===== src/rtl/time_entry_ctrl_if.sv =====
// rtl/time_entry_ctrl_if.sv - button/strobe inputs and time/field outputs of the set-time controller
interface time_entry_ctrl_if;
  logic       btn_mode;
  logic       btn_inc;
  logic       hold;
  logic       tick;
  logic       hold_clr;
  logic [7:0] hours_bcd;
  logic [7:0] min_bcd;
  logic [1:0] field;
  logic       valid;

  modport master (
    output btn_mode, btn_inc, hold, tick,
    input  hold_clr, hours_bcd, min_bcd, field, valid
  );

  modport slave (
    input  btn_mode, btn_inc, hold, tick,
    output hold_clr, hours_bcd, min_bcd, field, valid
  );
endinterface


===== src/rtl/time_entry_ctrl.sv =====
// rtl/time_entry_ctrl.sv - field-by-field BCD HH:MM entry with auto-repeat and one-cycle commit strobe
module time_entry_ctrl #(
  parameter int MAX_HOUR   = 23,
  parameter int REPEAT_DIV = 4
) (
  input logic              clock,
  input logic              clear,
  time_entry_ctrl_if.slave bus
);

  localparam int         RW        = $clog2(REPEAT_DIV) + 1;
  localparam logic [7:0] MAX_H_BCD = {4'(MAX_HOUR / 10), 4'(MAX_HOUR % 10)};
  localparam logic [7:0] MAX_M_BCD = 8'h59;

  typedef enum logic [1:0] {IDLE, SET_H, SET_M, COMMIT} state_t;

  state_t        state;
  logic          mode_q;
  logic          inc_q;
  logic [RW-1:0] rep_cnt;

  logic mode_rise;
  logic inc_rise;
  logic editing;
  logic rep_armed;
  logic rep_top;
  logic inc_evt;

  // One-step BCD increment; the caller's wrap point is given in BCD.
  function automatic logic [7:0] bcd_inc(input logic [7:0] v, input logic [7:0] top);
    logic [7:0] r;
    if (v == top)
      r = 8'h00;
    else if (v[3:0] == 4'd9)
      r = {v[7:4] + 4'd1, 4'd0};
    else
      r = {v[7:4], v[3:0] + 4'd1};
    return r;
  endfunction

  always_comb begin
    mode_rise = bus.btn_mode & ~mode_q;
    inc_rise  = bus.btn_inc & ~inc_q;
    editing   = (state == SET_H) || (state == SET_M);
    rep_armed = bus.hold & bus.btn_inc & editing;
    rep_top   = (rep_cnt == RW'(REPEAT_DIV - 1));
    // A mode edge wins over any increment source in the same cycle.
    inc_evt   = editing & ~mode_rise & (inc_rise | (rep_armed & bus.tick & rep_top));
  end

  always_ff @(posedge clock or posedge clear) begin
    if (clear) begin
      state         <= IDLE;
      mode_q        <= 1'b0;
      inc_q         <= 1'b0;
      rep_cnt       <= '0;
      bus.hours_bcd <= 8'h00;
      bus.min_bcd   <= 8'h00;
      bus.field     <= 2'b00;
      bus.valid     <= 1'b0;
      bus.hold_clr  <= 1'b1;
    end else begin
      mode_q       <= bus.btn_mode;
      inc_q        <= bus.btn_inc;
      bus.hold_clr <= ~bus.btn_inc | ~editing;

      if (!rep_armed)
        rep_cnt <= '0;
      else if (bus.tick)
        rep_cnt <= rep_top ? '0 : rep_cnt + RW'(1);

      case (state)
        IDLE: begin
          if (mode_rise) begin
            state     <= SET_H;
            bus.field <= 2'b01;
          end
        end
        SET_H: begin
          if (mode_rise) begin
            state     <= SET_M;
            bus.field <= 2'b10;
          end else if (inc_evt) begin
            bus.hours_bcd <= bcd_inc(bus.hours_bcd, MAX_H_BCD);
          end
        end
        SET_M: begin
          if (mode_rise) begin
            state     <= COMMIT;
            bus.field <= 2'b00;
            bus.valid <= 1'b1;
          end else if (inc_evt) begin
            bus.min_bcd <= bcd_inc(bus.min_bcd, MAX_M_BCD);
          end
        end
        default: begin
          state     <= IDLE;
          bus.field <= 2'b00;
          bus.valid <= 1'b0;
        end
      endcase
    end
  end

endmodule


===== src/flat_wrapper.sv =====
// flat-port wrapper written by rule: the top's interface ports become plain ports
module time_entry_ctrl_flat 
#(
  parameter int MAX_HOUR   = 23,
  parameter int REPEAT_DIV = 4
)
  (clock, clear, bus_btn_mode, bus_btn_inc, bus_hold, bus_tick, bus_hold_clr, bus_hours_bcd, bus_min_bcd, bus_field, bus_valid);
  time_entry_ctrl_if bus_i ();
  input logic clock;
  input logic clear;
  input wire logic [$bits(bus_i.btn_mode)-1:0] bus_btn_mode;
  input wire logic [$bits(bus_i.btn_inc)-1:0] bus_btn_inc;
  input wire logic [$bits(bus_i.hold)-1:0] bus_hold;
  input wire logic [$bits(bus_i.tick)-1:0] bus_tick;
  output wire logic [$bits(bus_i.hold_clr)-1:0] bus_hold_clr;
  output wire logic [$bits(bus_i.hours_bcd)-1:0] bus_hours_bcd;
  output wire logic [$bits(bus_i.min_bcd)-1:0] bus_min_bcd;
  output wire logic [$bits(bus_i.field)-1:0] bus_field;
  output wire logic [$bits(bus_i.valid)-1:0] bus_valid;
  assign bus_i.btn_mode = bus_btn_mode;
  assign bus_i.btn_inc = bus_btn_inc;
  assign bus_i.hold = bus_hold;
  assign bus_i.tick = bus_tick;
  assign bus_hold_clr = bus_i.hold_clr;
  assign bus_hours_bcd = bus_i.hours_bcd;
  assign bus_min_bcd = bus_i.min_bcd;
  assign bus_field = bus_i.field;
  assign bus_valid = bus_i.valid;
  time_entry_ctrl #(.MAX_HOUR(MAX_HOUR), .REPEAT_DIV(REPEAT_DIV)) u_core (.clock(clock), .clear(clear), .bus(bus_i));
endmodule

===== config.mk =====
export PLATFORM = sky130hd
export DESIGN_NAME = time_entry_ctrl_flat
export DESIGN_NICKNAME = d
export VERILOG_FILES = /design/src/rtl/time_entry_ctrl_if.sv /design/src/rtl/time_entry_ctrl.sv /design/src/flat_wrapper.sv
export SDC_FILE = /design/constraint.sdc
export NUM_CORES = 1
export LEC_CHECK = 0
export BUFFER_PORTS_ARGS = -buffer_cell sky130_fd_sc_hd__buf_2
export CAP_MARGIN = 20
export CORE_MARGIN = 2
export CORE_UTILIZATION = 62
export CTS_BUF_LIST = sky130_fd_sc_hd__clkbuf_4
export CTS_CLUSTER_SIZE = 8
export DETAILED_ROUTE_END_ITERATION = 16
export PLACE_DENSITY_LB_ADDON = 0.2
export REMOVE_ABC_BUFFERS = 1
export SYNTH_ARGS = -nofsm -noshare
export SYNTH_HDL_FRONTEND = slang
export SYNTH_SLANG_ARGS = --single-unit
export TNS_END_PERCENT = 30

===== constraint.sdc =====
create_clock -name clock -period 3.45 [get_ports clock]
set_input_delay 0.345 -clock clock [delete_from_list [all_inputs] [get_ports clock]]
set_output_delay 0.345 -clock clock [all_outputs]
set_load 0.01 [all_outputs]

# Yosys cells after proc, flatten, opt, wreduce, memory -nomap -nowiden
# Index checks and enable logic that the tools add are counted.
# word_totals
in_bits	6
elab_cells	69
reg_bits	27
# op_classes
n_mux	15
n_bitwise	16
n_addsub	5
n_eq_ne	11
n_reduce_logical	11
# op_table
cell	n
8-bit 2-to-1 mux	4
4-bit by 1-bit adder with 4-bit output, second input constant	4
2-bit one-hot mux with 3 select lines	2
3-bit 2-to-1 mux	3
3-bit AND reduction	3
1-bit AND	8
4-bit == test, second input constant	2
8-bit by 6-bit == test with 1-bit output, second input constant	1
8-bit by 7-bit == test with 1-bit output, second input constant	1
2-bit 2-to-1 mux	4
4-bit AND reduction	2
2-bit by 1-bit inequality test with 1-bit output, second input constant	3
1-bit inverter	6
2-bit nonzero test	2
3-bit by 1-bit adder with 3-bit output, second input constant	1
3-bit by 2-bit == test with 1-bit output, second input constant	1
2-bit by 1-bit == test with 1-bit output, second input constant	1
2-bit == test, second input constant	1
2-bit zero test	1
2-bit inequality test, second input constant	1
1-bit OR	2
1-bit one-hot mux with 2 select lines	1
2-bit AND reduction	1
2-bit OR reduction	1
other kinds (2)	2

# Logic depth before layout (Yosys ltp)
# Gate-level depths: netlist of run 1.
# logic_depth
depth_word	8
depth_mapped	7

# Worst setup path before layout of run 1
# Ideal clock, no wire load.
# synth_timing
path_type	flip-flop to flip-flop
start	register u_core.state[0]
end	register u_core.bus.min_bcd[2]
arrival_ps	1778
stages_incl_launch_ff	8
synth_period_minus_slack_ps	1905
required_ps	3322
n_path_buf	1
setup_slack_ps	1545
cell_sequence	dfrtp_1 -> inv_1 -> ha_1 -> and3_4 -> a32oi_2 -> buf_6 -> nor3_2 -> mux2_1
# synth_via
elab_chain_len	8
elab_cells_between_ends	10
# synth_rtl
element	line_no	source
start, declared	time_entry_ctrl.sv:17	state_t state;
start signal, assigned	time_entry_ctrl.sv:53	state <= IDLE;
start signal, assigned	time_entry_ctrl.sv:75	state <= SET_H;
start signal, assigned	time_entry_ctrl.sv:81	state <= SET_M;
2-bit by 1-bit == test with 1-bit output / 2-bit == test (equally long branches)	time_entry_ctrl.sv:44, time_entry_ctrl.sv:72	
1-bit logical OR	time_entry_ctrl.sv:44	editing = (state == SET_H) || (state == SET_M);
1-bit AND	time_entry_ctrl.sv:45	rep_armed = bus.hold & bus.btn_inc & editing;
1-bit AND (2 in series)	time_entry_ctrl.sv:48	inc_evt = editing & ~mode_rise & (inc_rise | (rep_armed & bus.tick & rep_top));
1-bit OR	time_entry_ctrl.sv:48	
1-bit AND	time_entry_ctrl.sv:48	
3-bit AND reduction (no line) *	-	
end signal, assigned	time_entry_ctrl.sv:93	bus.min_bcd <= bcd_inc(bus.min_bcd, MAX_M_BCD);
end, declared	time_entry_ctrl_if.sv:20	output hold_clr, hours_bcd, min_bcd, field, valid
# Mark *: on every way between the ends. The rest lies on a longest branch, timed or not.
# A chain may end at the register's enable or synchronous reset.

# Worst setup path in the final report of run 1
# layout_timing
start	register u_core.state[1]
end	register u_core.bus.min_bcd[7]
# layout_via
elab_chain_len	8
elab_cells_between_ends	10
# layout_rtl
element	line_no
2-bit by 1-bit == test with 1-bit output / 2-bit == test (equally long branches)	time_entry_ctrl.sv:44, time_entry_ctrl.sv:72
1-bit logical OR	time_entry_ctrl.sv:44
1-bit AND	time_entry_ctrl.sv:45
1-bit AND (2 in series)	time_entry_ctrl.sv:48
1-bit OR	time_entry_ctrl.sv:48
1-bit AND	time_entry_ctrl.sv:48
4-bit AND reduction (no line) *	-
# Marks and branches as above.

==> impl_metrics.env, run 1 <==
export IMPL_ys_async_sr_fraction_pct=100
export IMPL_worstSetupPathType="register to register"
export IMPL_synth_top_area_share_pct=43.2
export IMPL_startpoint="u_core.state[1]"
export IMPL_port_buffers=25
export IMPL_syn_cell_area_um2=1510
export IMPL_avgSynthCellArea_um2=10.6
export IMPL_r2r_setup_slack_ns=1.11
export IMPL_fin_skew_ns=0.000879
export IMPL_synth_most_common_cell="dfrtp_1"
export IMPL_whs_ns=-0.00111
export IMPL_hold_viol=3
export IMPL_grt_pass1_vias=1073
export IMPL_cts_sinks=27
export IMPL_cts_hold_buf=0
export IMPL_dp_hpwl_mm=2.18
export IMPL_synthTopCellsByArea="dfrtp_1, ha_1, mux2_2"
export IMPL_grt_pass1_wl_mm=4.69
export IMPL_track_usage_pct=23.0
export IMPL_yosys_top_cells_count="dfrtp_1, ha_1, inv_1, nand2_1, nor2_1"
export IMPL_drive_above_1_share_pct=24.6
export IMPL_cts_tree="done"
export IMPL_fin_util_pct=76.0
export IMPL_endpoint_kind="register"
export IMPL_ys_ff_latch=27
export IMPL_finalNetCount=192
export IMPL_cp_max_fo=12
export IMPL_yosysTopAreaCell="dfrtp_1"
export IMPL_dr_total_vias=1189
export IMPL_setup_tns_ns=0
export IMPL_antenna_found_initial=0
export IMPL_synth_ff_type="dfrtp_1"
export IMPL_vias_per_cell=5.97
export IMPL_grt_max_degree=28
export IMPL_setup_viol=0
export IMPL_rr_endpoint="u_core.bus.min_bcd[7]"
export IMPL_path_clk_slew_ns=0.14
export IMPL_root_buffer="clkbuf_4"
export IMPL_drv_slew=0
export IMPL_clk_path_buf_depth=2
export IMPL_rows=17
export IMPL_drtAntennaViolNets=0
export IMPL_grt_overflow=0
export IMPL_avgRoutedWirePerCell_um=15.1
export IMPL_hold_class="input port to asynchronous set/reset pin"
export IMPL_cts_buffers=3
export IMPL_num_io_pins=26
export IMPL_detail_route_iter0_violations=26
export IMPL_netlist_instances=142
export IMPL_cap_violations=0
export IMPL_dieArea_um2=2840
export IMPL_worst_pin_slew_ns=0.675
export IMPL_worstPathRequired_ns=3.68
export IMPL_clock_latency_ns=0.33
export IMPL_fin_ws_ns=1.11
export IMPL_violations="hold timing"
export IMPL_peakVddDrop_mv=0.530
export IMPL_antennaDiodeCount=0
export IMPL_drc=0
export IMPL_firstDrtPassIters=4
export IMPL_chipWidth_um=53.3
export IMPL_rsz0062_at_grt="false"
export IMPL_syn_to_final_growth_pct=13.7
export IMPL_p_leak_nw=0.822
export IMPL_wl_mm=3.01
export IMPL_ctsResizeCount=0
export IMPL_ys_seq_area_share_pct=44.9
export IMPL_die_h_um=53.3
export IMPL_critPathLaunchType="register"
export IMPL_synth_edf_count=0
export IMPL_arrival_ns=2.57
export IMPL_period_share_pct=67.9
export IMPL_power_density_nw_per_um2=696
export IMPL_rr_startpoint="u_core.state[1]"
export IMPL_cts_setup_buffers=0
export IMPL_post_place_ws_ns=1.17
export IMPL_place_congestion=0.832
export IMPL_yosys_warnings=0
export IMPL_initial_core_util_pct=66.8
export IMPL_timing_slew_headroom_pct=55.0
export IMPL_period_needed_ns=2.34
export IMPL_cp_endpoint="u_core.bus.min_bcd[7]"
export IMPL_status="finished with violations"
export IMPL_reg2regPathDepth=6
export IMPL_synth_cell_types=40
export IMPL_cts_max_level=1
export IMPL_n_fill_cell=163
export IMPL_core_um2=2250
export IMPL_fmax_mhz=427
[worst min-delay path by stage]
stage / slack (ns) / end / cells after the start / start
3_3_place_gp: 0.48 / u_core.bus.valid / 2 / u_core.bus.valid
4_1_cts: 0.14 / u_core.mode_q / 1 / bus_btn_mode
5_1_grt: 0.03 / u_core.bus.min_bcd[6] / 2 / clear
3_5_place_dp: 0.49 / u_core.bus.hours_bcd[7] / 1 / u_core.bus.hours_bcd[7]
2_1_floorplan: 0.38 / u_core.inc_q / 0 / bus_btn_inc
6_report: -0.001 / u_core.bus.min_bcd[6] / 2 / clear
[layout by cell type (no fill, tap or decap), drive strengths merged, types with 2 or more instances in the layout]
cell type,count
nor3,5
mux2,8
o31ai,5
o211ai,2
and3,4
nor2b,2
o21ai,3
nand3,8
buf,26
inv,11
nor4,2
clkbuf,3
xor2,2
dfrtp,26
o41ai,2
nand2,10
a21oi,5
nand2b,6
ha,14
nor2,10
[through the flow]
stage / instances / hold WS [ns] / area (um2) / power [mW]
after global routing: 199 / 0.0345 / 1710 / 1.29
after CTS: 198 / 0.139 / 1690 / 1.18
after global placement: 194 / 0.478 / 1660 / 1.01
after floorplan: 141 / 0.376 / 1500 / 0.866
final: 199 / -0.00111 / 1710 / 1.19
after detailed placement: 194 / 0.485 / 1660 / 1.04
[worst max-delay path, cell delays in order (launching register included)]
cell and delay, ns:
dfrtp_1 0.45, inv_1 0.10, ha_1 0.41, and3_4 0.23, a32oi_2 0.28, nor4_1 0.40
mux2_1 0.36
[state kept, by name, indices dropped and copies added, names as in the netlist]
name,count
u_core.bus.hours_bcd,8
u_core.rep_cnt,3
u_core.mode_q,1
u_core.bus.hold_clr,1
u_core.bus.field,2
u_core.bus.min_bcd,8
u_core.bus.valid,1
u_core.inc_q,1
u_core.state,2
[routing by layer]
metal,vias to the layer above,part of all wire (%),GRT usage (%)
met1,580,41,27.8
met5,-,0,0
met3,10,3.9,3.39
li1,568,-,-
met4,0,2.7,8.55
met2,31,52,40.7
[cells by family after synthesis]
family / Yosys count / share of synthesized area (%)
DFF: 27 / 44.9
xor gates and xnor gates: 2 / 1.16
AOI/OAI and AO/OA: 24 / 12.2
and+or+nand+nor: 54 / 19.9
muxes: 9 / 6.64
adders and majority gates: 14 / 11.6
buffers and inverters: 12 / 3.49
[area by class of cell]
type | instances | area, um2 | share of cell area [%]
clock inverters | 1 | 7.51 | 0.438
multi-input cells | 103 | 777 | 45.4
inverters | 11 | 41.3 | 2.41
clock buffers | 3 | 22.5 | 1.31
repair buffers | 26 | 153 | 8.91
well taps | 28 | 35.0 | 2.05
flip-flops and latches | 27 | 677 | 39.5
[where the power goes]
group          switching (mW)  internal [mW]  total [mW]
combinational           0.312          0.230       0.542
sequential              0.106          0.404       0.511
clock                  0.0953         0.0444       0.140
total                   0.514          0.679        1.19
No activity file was read; power rests on OpenSTA's default activity.
==> inputs of run 2 (changes only) <==
--- a/config.mk
+++ b/config.mk
@@ -7,8 +7,9 @@
 export LEC_CHECK = 0
 export BUFFER_PORTS_ARGS = -buffer_cell sky130_fd_sc_hd__buf_2
 export CAP_MARGIN = 20
+export CORE_ASPECT_RATIO = 2
 export CORE_MARGIN = 2
-export CORE_UTILIZATION = 62
+export CORE_UTILIZATION = 57
 export CTS_BUF_LIST = sky130_fd_sc_hd__clkbuf_4
 export CTS_CLUSTER_SIZE = 8
 export DETAILED_ROUTE_END_ITERATION = 16
==> constraint.sdc (replaced) <==
create_clock -name clock -period 2.25 [get_ports clock]
set_input_delay 0.225 -clock clock [delete_from_list [all_inputs] [get_ports clock]]
set_output_delay 0.225 -clock clock [all_outputs]
set_load 0.01 [all_outputs]
==> run 2 against run 1 <==
Against the previous run: the run now ends clean; global-route usage decreased by 0.91 points; final cell count increased by 1.5%; core utilization decreased by 8.3 points; wire length decreased by 2.0%; sequential power increased by 53%.
==> impl_metrics.env, run 2 (synthesized netlist as in run 1, its figures left out) <==
export IMPL_status="completed"
export IMPL_track_usage_pct=22.1
export IMPL_clock_latency_ns=0.33
export IMPL_power_density_nw_per_um2=1060
export IMPL_seq_area_um2=677
export IMPL_rsz0062_at_grt="false"
export IMPL_final_common_cell="dfrtp_1"
export IMPL_vias_per_cell=5.82
export IMPL_avgRoutedWirePerCell_um=14.6
export IMPL_antenna_found_initial=0
export IMPL_wl_mm=2.95
export IMPL_detail_route_iter0_violations=24
export IMPL_worst_pin_slew_ns=0.508
export IMPL_setup_viol=0
export IMPL_num_io_pins=26
export IMPL_endpoint_kind="register"
export IMPL_dp_hpwl_mm=2.34
export IMPL_period_needed_ns=2.10
export IMPL_grt_pass1_wl_mm=5.00
export IMPL_finalNetCount=195
export IMPL_die_h_um=76.7
export IMPL_cap_violations=0
export IMPL_post_place_ws_ns=0.166
export IMPL_fin_ws_ns=0.153
export IMPL_final_cells=202
export IMPL_placed_cells=197
export IMPL_drc=0
export IMPL_fin_skew_ns=0.00776
export IMPL_grt_pass1_vias=1162
export IMPL_cts_tree="done"
export IMPL_p_leak_nw=0.832
export IMPL_drtAntennaViolNets=0
export IMPL_cts_sinks=27
export IMPL_worstPathRequired_ns=2.48
export IMPL_dieArea_um2=3090
export IMPL_hold_class="input port to register"
export IMPL_core_um2=2540
export IMPL_chipWidth_um=40.4
export IMPL_clk_path_buf_depth=2
export IMPL_multi_input_area_um2=777
export IMPL_period_share_pct=93.2
export IMPL_grt_overflow=0
export IMPL_cts_setup_buffers=0
export IMPL_cts_buffers=3
export IMPL_fmax_mhz=477
export IMPL_finalPower_mw=1.83
export IMPL_layout_common_cells="dfrtp_1, buf_2, ha_1, inv_1"
export IMPL_peakVddDrop_mv=0.580
export IMPL_arrival_ns=2.33
export IMPL_dr_total_vias=1176
export IMPL_reg_largest_list="u_core.bus.hours_bcd x8, u_core.bus.min_bcd x8, u_core.rep_cnt x3"
export IMPL_cp_max_fo=9
export IMPL_port_buffers=25
export IMPL_critPathLaunchType="register"
export IMPL_root_buffer="clkbuf_4"
export IMPL_worstSetupPathType="register to register"
export IMPL_drive_above_1_share_pct=25.3
export IMPL_syn_to_final_growth_pct=14.0
export IMPL_grt_max_degree=28
export IMPL_timing_slew_headroom_pct=66.1
export IMPL_rows=26
export IMPL_cts_max_level=1
export IMPL_path_clk_slew_ns=0.14
export IMPL_antennaDiodeCount=0
export IMPL_drv_slew=0
export IMPL_whs_ns=0.0222
export IMPL_n_fill_cell=215
export IMPL_initial_core_util_pct=59.4
export IMPL_hold_viol=0
export IMPL_place_congestion=0.793
export IMPL_setup_tns_ns=0
export IMPL_firstDrtPassIters=4
run 2: cell types whose count changed in the layout (fill, tap and decap cells not counted):
| cell | previous run | this run |
|---|---|---|
| clkbuf_4 | 3 | 4 |
| buf_16 | 1 | 0 |
| clkinvlp_4 | 1 | 0 |
| dlygate4sd3_1 | 0 | 1 |
| buf_4 | 0 | 3 |
run 2: layer usage:
layer	vias up	part of all wire (%)	GRT usage, %
met2	24	56	38.3
met4	0	3.2	10.3
met1	567	38	24.5
met5	-	0	0
met3	10	2.7	2.02
li1	575	-	-
run 2: area by class of cell:
class                   instances  share of cell area (%)
multi-input cells             103                    45.2
inverters                      11                    2.40
flip-flops and latches         27                    39.4
well taps                      28                    2.04
repair buffers                 29                    9.18
clock buffers                   4                    1.75
run 2: what timing repair did:
action                    CTS  global route
hold endpoints to repair   26             0
gates resized for setup     0             0
hold buffers                1             0
run 2: report_power, final:
part	switching [mW]	leakage (nW)	internal (mW)	total, mW
Sequential	0.160	0.344	0.620	0.780
Clock	0.138	0.0184	0.0816	0.219
Combinational	0.465	0.469	0.365	0.830
Total	0.762	0.832	1.07	1.83
run 2: critical path, stage by stage (launching register included):
cell and delay, ns:
dfrtp_1 0.44, inv_1 0.09, ha_1 0.31, and3_4 0.19, a32oi_2 0.22, nor4_1 0.41
mux2_1 0.35
run 2: per-stage QoR:
step	area, um2	utilization, %
6_report	1720	67.7
5_1_grt	1720	67.7
4_1_cts	1720	67.7
3_5_place_dp	1680	66.1
3_3_place_gp	1680	66.1
2_1_floorplan	1500	-
run 2: worst paths after layout:
path                            slack, ns                      end  depth (start not counted)                    start
worst max-delay path                 0.15    u_core.bus.min_bcd[7]                          6          u_core.state[0]
worst min-delay path                 0.02            u_core.mode_q                          1             bus_btn_mode
worst max register to register       0.15    u_core.bus.min_bcd[7]                          6          u_core.state[0]
worst min register to register       0.50  u_core.bus.hours_bcd[7]                          1  u_core.bus.hours_bcd[7]
max in group asynchronous            1.48      u_core.bus.hold_clr                          4                    clear
min in group asynchronous            0.48  u_core.bus.hours_bcd[2]                          4                    clear
